[src/rtl/pe_pkg.sv]
// Shared PE_Array operation and parameter-set encodings.
// PE_Array, the sequencer and the benches all import these types.
package pe_pkg;

    typedef enum logic [4:0] {
        MADD     = 5'd0,
        MSUB     = 5'd1,
        MMUL     = 5'd2,
        MSQR     = 5'd3,
        NTT      = 5'd4,
        INTT     = 5'd5,
        BFLY_CT  = 5'd6,
        BFLY_GS  = 5'd7,
        DCP1     = 5'd8,
        DCP3     = 5'd9,
        DCP4     = 5'd10,
        DCP5     = 5'd11,
        DCP10    = 5'd12,
        DCP11    = 5'd13,
        HINT     = 5'd14,
        USE_HINT = 5'd15,
        CMP_1    = 5'd16,
        CMP_2    = 5'd17,
        CMP_3    = 5'd18,
        CMP_4    = 5'd19,
        CMP_5    = 5'd20,
        CMP_6    = 5'd21,
        CMP_7    = 5'd22,
        CMP_8    = 5'd23,
        CMP_9    = 5'd24,
        CMP_10   = 5'd25,
        CMP_11   = 5'd26
    } pe_instr_t;

    typedef enum logic [4:0] {
        KEM_512  = 5'd0,
        KEM_768  = 5'd1,
        KEM_1024 = 5'd2,
        DSA_44   = 5'd3,
        DSA_65   = 5'd4,
        DSA_87   = 5'd5
    } pe_alg_t;

endpackage

[src/rtl/pe_result_fifo.sv]
// First-word fall-through result FIFO with occupancy count.
// Storage is not reset; the read port is gated to zero while empty.
module pe_result_fifo #(
    parameter int W     = 8,
    parameter int DEPTH = 8,
    parameter int CW    = $clog2(DEPTH) + 1
) (
    input  logic          clk,
    input  logic          rst,
    input  logic          push,
    input  logic [W-1:0]  wdata,
    input  logic          pop,
    output logic [W-1:0]  rdata,
    output logic          valid,
    output logic [CW-1:0] count
);
    localparam int AW = $clog2(DEPTH);

    logic [W-1:0]  mem [DEPTH];
    logic [AW-1:0] wr_ptr, rd_ptr;
    logic          do_pop;

    assign valid  = (count != '0);
    assign do_pop = pop && valid;
    assign rdata  = valid ? mem[rd_ptr] : '0;

    always_ff @(posedge clk) begin
        if (push) mem[wr_ptr] <= wdata;
    end

    // Pointers wrap for free because DEPTH is a power of two.
    always_ff @(posedge clk or negedge rst) begin
        if (!rst) begin
            wr_ptr <= '0;
            rd_ptr <= '0;
            count  <= '0;
        end else begin
            if (push && !do_pop) assert (count < CW'(DEPTH));
            if (push)   wr_ptr <= wr_ptr + 1'b1;
            if (do_pop) rd_ptr <= rd_ptr + 1'b1;
            if (push && !do_pop)      count <= count + 1'b1;
            else if (!push && do_pop) count <= count - 1'b1;
        end
    end
endmodule

[src/rtl/pe_array_sequencer.sv]
// Command sequencer around PE_Array: issues operand beats only when the
// result FIFO has room for everything already in flight.
module pe_array_sequencer
    import pe_pkg::*;
#(
    parameter int WIDTH      = 24,
    parameter int NUM        = 4,
    parameter int IN_NUM     = 3,
    parameter int OUT_NUM    = 2,
    parameter int LAT        = 3,
    parameter int FIFO_DEPTH = 8
) (
    input  logic                                   clk,
    input  logic                                   rst,
    input  logic                                   cmd_valid,
    output logic                                   cmd_ready,
    input  pe_instr_t                              cmd_instr,
    input  pe_alg_t                                cmd_alg,
    input  logic [15:0]                            cmd_len,
    input  logic                                   in_valid,
    output logic                                   in_ready,
    input  logic [NUM-1:0][IN_NUM-1:0][WIDTH-1:0]  in_data,
    output pe_instr_t                              pe_instr,
    output pe_alg_t                                pe_alg,
    output logic [NUM-1:0][IN_NUM-1:0][WIDTH-1:0]  pe_data_in,
    input  logic [NUM-1:0][OUT_NUM-1:0][WIDTH-1:0] pe_data_out,
    output logic                                   out_valid,
    input  logic                                   out_ready,
    output logic [NUM-1:0][OUT_NUM-1:0][WIDTH-1:0] out_data,
    output logic                                   busy,
    output logic                                   done
);
    localparam int CW = $clog2(FIFO_DEPTH) + 1;

    typedef enum logic [1:0] {IDLE, RUN, DRAIN} state_t;

    state_t        state;
    logic [15:0]   beats_left;
    logic [LAT:0]  vld_pipe;
    logic [CW-1:0] inflight, fifo_count;
    logic [CW:0]   credit_used;
    logic          in_fire, drain_done;

    always_comb begin
        inflight = '0;
        for (int i = 0; i <= LAT; i++) inflight = inflight + CW'(vld_pipe[i]);
    end

    assign credit_used = {1'b0, fifo_count} + {1'b0, inflight};
    assign cmd_ready   = (state == IDLE);
    assign busy        = (state != IDLE);
    assign in_ready    = (state == RUN) && (beats_left != 16'd0) &&
                         (credit_used < (CW+1)'(FIFO_DEPTH));
    assign in_fire     = in_valid && in_ready;

    // Look ahead one pop so done lands in the cycle right after the last pop.
    assign drain_done  = (state == DRAIN) && (inflight == '0) &&
                         ((fifo_count == '0) || ((fifo_count == CW'(1)) && out_ready));

    always_ff @(posedge clk or negedge rst) begin
        if (!rst) begin
            state      <= IDLE;
            beats_left <= '0;
            vld_pipe   <= '0;
            pe_instr   <= MADD;
            pe_alg     <= KEM_512;
            pe_data_in <= '0;
            done       <= 1'b0;
        end else begin
            done       <= 1'b0;
            pe_data_in <= in_fire ? in_data : '0;
            vld_pipe   <= {vld_pipe[LAT-1:0], in_fire};
            case (state)
                IDLE: if (cmd_valid) begin
                    pe_instr   <= cmd_instr;
                    pe_alg     <= cmd_alg;
                    beats_left <= cmd_len;
                    state      <= (cmd_len == 16'd0) ? DRAIN : RUN;
                end
                RUN: if (in_fire) begin
                    beats_left <= beats_left - 16'd1;
                    if (beats_left == 16'd1) state <= DRAIN;
                end
                DRAIN: if (drain_done) begin
                    done  <= 1'b1;
                    state <= IDLE;
                end
                default: state <= IDLE;
            endcase
        end
    end

    pe_result_fifo #(
        .W     (NUM*OUT_NUM*WIDTH),
        .DEPTH (FIFO_DEPTH),
        .CW    (CW)
    ) u_fifo (
        .clk   (clk),
        .rst   (rst),
        .push  (vld_pipe[LAT]),
        .wdata (pe_data_out),
        .pop   (out_ready),
        .rdata (out_data),
        .valid (out_valid),
        .count (fifo_count)
    );
endmodule

[config.mk]
export PLATFORM = sky130hd
export DESIGN_NAME = pe_array_sequencer
export DESIGN_NICKNAME = d
export VERILOG_FILES = /design/src/rtl/pe_pkg.sv /design/src/rtl/pe_result_fifo.sv /design/src/rtl/pe_array_sequencer.sv
export SDC_FILE = /design/constraint.sdc
export NUM_CORES = 2
export LEC_CHECK = 0
export CAP_MARGIN = 30
export CORE_ASPECT_RATIO = 0.5
export CORE_MARGIN = 4
export CORE_UTILIZATION = 35
export CTS_CLUSTER_DIAMETER = 30
export DETAILED_ROUTE_END_ITERATION = 8
export PLACE_DENSITY = 0.63
export SLEW_MARGIN = 20
export SYNTH_ARGS = -nofsm -noshare
export SYNTH_HDL_FRONTEND = slang
export SYNTH_SLANG_ARGS = --single-unit
[constraint.sdc]
create_clock -name clk -period 17.02 [get_ports clk]
set_input_delay 3.404 -clock clk [delete_from_list [all_inputs] [get_ports clk]]
set_output_delay 3.404 -clock clk [all_outputs]
set_load 0.01 [all_outputs]
==> results.yml <==
placement:
  place_congestion: 0.851
  io_buffers: 1005
  dp_hpwl_mm: 121
  placed_cells: 6841
worst_hold_path:
  hp-start: "vld_pipe[2]"
  hold_path_depth: 0
  min_path_type: "reg -> reg"
  holdPathEnd: "vld_pipe[3]"
power_and_ir_drop:
  ir_worst_vdd_mv: 0.150
  switchingPower_mw: 4.89
  pwr-share-seq_pct: 36.1
  p_comb_share_pct: 30.7
  power_density_nw_per_um2: 176
  p_leak_nw: 32.1
  p_sw_share_pct: 30.3
  clkPwrFrac_pct: 33.2
  p_int_mw: 11.2
worst_setup_path:
  r2r_start: "vld_pipe[3]"
  reg2reg_to: "pe_data_in[104]"
  reg2reg_depth: 13
  rrSetupSlack_ns: 12.50
  worstPathMaxFanout: 63
  arrival_ns: 5.73
  cp-end-kind: "output port"
  critPathKind: "reg -> out"
  start_kind: "flop"
  cp.required_ns: 13.62
routing:
  num_vias: 36200
  routedWlPerCell_um: 26.5
  drt_iter0_drc: 2760
  vias_per_cell: 4.93
  remaining_drc_errors: 0
  totalWireLength_mm: 195
  drt.antenna.violating_nets: 0
  drtPass1Iterations: 6
yosys:
  syn_area_per_cell_um2: 21.0
  post-synth-top-area-cell: "edfxtp_1"
  yosysTopAreaCellShare_pct: 66.3
  synth.most_common_cell: "edfxtp_1"
  synthesis.nets: 3840
  async_flop_share_pct: 17.7
  synth_seq_cells: 1867
  yosysWarnings: 0
  synth_edf_count: 1536
  ys_seq_area_share_pct: 78.2
  synth_ff_type: "edfxtp_1"
  synth_commonest_cells: "edfxtp_1 (1,536), mux4_2 (384), dfrtp_1 (331), and2_1 (290), nor2_1 (219)"
  syn-cell-area_um2: 69600
  syn_inst: 3316
  synthDistinctLibCells: 44
  synth.area.top_cells: "edfxtp_1 (66%), mux4_2 (12%), dfrtp_1 (12%)"
grt:
  overflow: 0
  grt_use_total_pct: 18.3
  grt_max_degree: 124
  antenna_found_initial: 67
  grt_pass1_vias: 38100
  grt_pass1_wl_mm: 277
clock_tree:
  cts_buffer_depth: 4
  postCtsSetupBuffers: 0
  insertion_delay_ns: 0.82
  cts_buffers: 268
  hold_buffers: 0
  clkSinkCount: 1867
  ctsHtreeMaxLevel: 5
  cts_tree: "yes"
  cts_resized: 0
  path_clk_slew_ns: 0.05
  cts_root_buf: "clkbuf_16"
finish:
  final_cells: 7348
  drive_above_1_share_pct: 19.2
  syn_to_final_growth_pct: 31.9
  layout.nets: 5007
floorplanning:
  die_h_um: 323
  initial_core_util_pct: 35.3
  boundaryPins: 1006
  rows: 115
  fp.dieArea_um2: 206000
  die_w_um: 638
  coreArea_um2: 197000
sta:
  setup_viol: 0
  relSlewSlack_pct: 31.8
  tightest_slew_ns: 1.02
  rsz0062_at_grt: "no"
  period_needed_ns: 9.14
  fmax_mhz: 109
  skew_ns: 0.0576
  finalHoldViolCount: 0
  setup-tns-final_ns: 0
  fin_crit_sh_pct: 53.7
  slew_violations: 0
run:
  maxCapViolCount: 0
run_status:
  status: "finished, final reports clean"
-- worst max-delay path by stage --
| stage | depth (start not counted) | slack (ns) | startpoint | endpoint |
|---|---|---|---|---|
| after floorplan | 2 | 2.54 | u_fifo.wr_ptr[1] | u_fifo.mem[0][0] |
| after global placement | 7 | 8.67 | u_fifo.rd_ptr[1] | out_data[174] |
| after detailed placement | 7 | 8.63 | u_fifo.rd_ptr[1] | out_data[153] |
| after CTS | 7 | 7.75 | u_fifo.rd_ptr[1] | out_data[153] |
| after global routing | 7 | 7.58 | u_fifo.rd_ptr[1] | out_data[153] |
| final | 7 | 7.88 | u_fifo.rd_ptr[1] | out_data[153] |
-- power groups by stage --
| stage | logic (mW) | clock network, mW | registers (mW) |
|---|---|---|---|
| final | 4.94 | 5.36 | 5.83 |
| after global routing | 5.26 | 5.71 | 5.87 |
| after CTS | 5.05 | 5.47 | 5.85 |
| after detailed placement | 5.02 | 0 | 5.94 |
| after global placement | 4.97 | 0 | 5.91 |
| after floorplan | 2.60 | 0 | 6.00 |
-- metrics by stage --
stage          utilization [%]  area [µm²]  power (mW)  setup slack (ns)  hold WS (ns)
2_1_floorplan                -       69600        8.60              2.54         0.354
3_3_place_gp              41.9       82700        10.9              8.67         0.367
3_5_place_dp              42.0       82900        11.0              8.63         0.366
4_1_cts                   46.5       91600        16.4              7.75         0.380
5_1_grt                   46.5       91700        16.8              7.58         0.398
6_report                  46.5       91800        16.1              7.88         0.379
-- sequential cells by signal, summed over array words and instances, names as in the netlist --
name / flops
beats_left: 16
u_fifo.wr_ptr: 3
state: 2
u_fifo.rd_ptr: 3
done: 1
pe_alg: 5
pe_instr: 5
vld_pipe: 4
pe_data_in: 288
u_fifo.count: 4
u_fifo.mem: 1536
-- worst max-delay path: stages, from the launching register on --
cell and delay (ns):
dfrtp_4 0.94, buf_4 0.85, buf_4 0.83, buf_4 0.88, mux4_2 0.36, mux2i_1 0.07
nor2_1 0.26, clkdlybuf4s50_1 0.61
-- cells in the final DEF, fill, tap and decap left out, types with 8 or more instances in the layout --
cell,synthesis,final
edfxtp_1,1536,1536
clkdlybuf4s50_1,0,1004
mux4_2,384,384
dfrtp_1,331,328
and2_1,290,289
clkbuf_16,0,273
nor2_1,219,212
mux2i_1,193,193
nand2_1,52,52
buf_4,0,44
inv_6,0,39
clkinvlp_4,0,27
clkbuf_1,94,27
diode_2,0,26
clkinv_2,0,24
clkinv_4,0,23
o21ai_0,21,20
a21oi_1,19,19
clkinv_1,0,19
inv_8,0,17
bufinv_16,0,14
nor4_1,13,13
buf_12,0,13
inv_1,12,12
ha_1,12,12
nand2b_1,8,8
-- metal layers --
metal	track usage (%)	share of wire, %
met1	21.8	38
met5	0	0.053
met3	3.25	4.5
met4	7.24	3.7
met2	33.1	54
-- area by class of cell --
type | count | area (µm²)
Clock buffer | 307 | 7030
Tap cell | 2632 | 3290
Multi-Input combinational cell | 1265 | 14400
Antenna cell | 26 | 65.1
Timing Repair Buffer | 1069 | 10800
Inverter | 12 | 45.0
Fill cell | 16400 | 105000
Clock inverter | 170 | 1670
Sequential cell | 1867 | 54400
-- cell families (layout without fill, tap and decap cells) --
group                      count (synthesis)  after routing  share of synthesized area [%]
other                                      0             26                              0
buffers and inverters                    184           1558                           1.19
AOI/OAI and AO/OA                         54             54                          0.450
muxes                                    579            579                           15.2
and+or+nand+nor                          611            611                           4.54
xor gates and xnor gates                   8              8                          0.101
DFF                                     1867           1867                           78.2
adders and majority gates                 13             13                          0.245
Note: power is estimated with default switching activity, not from simulation.
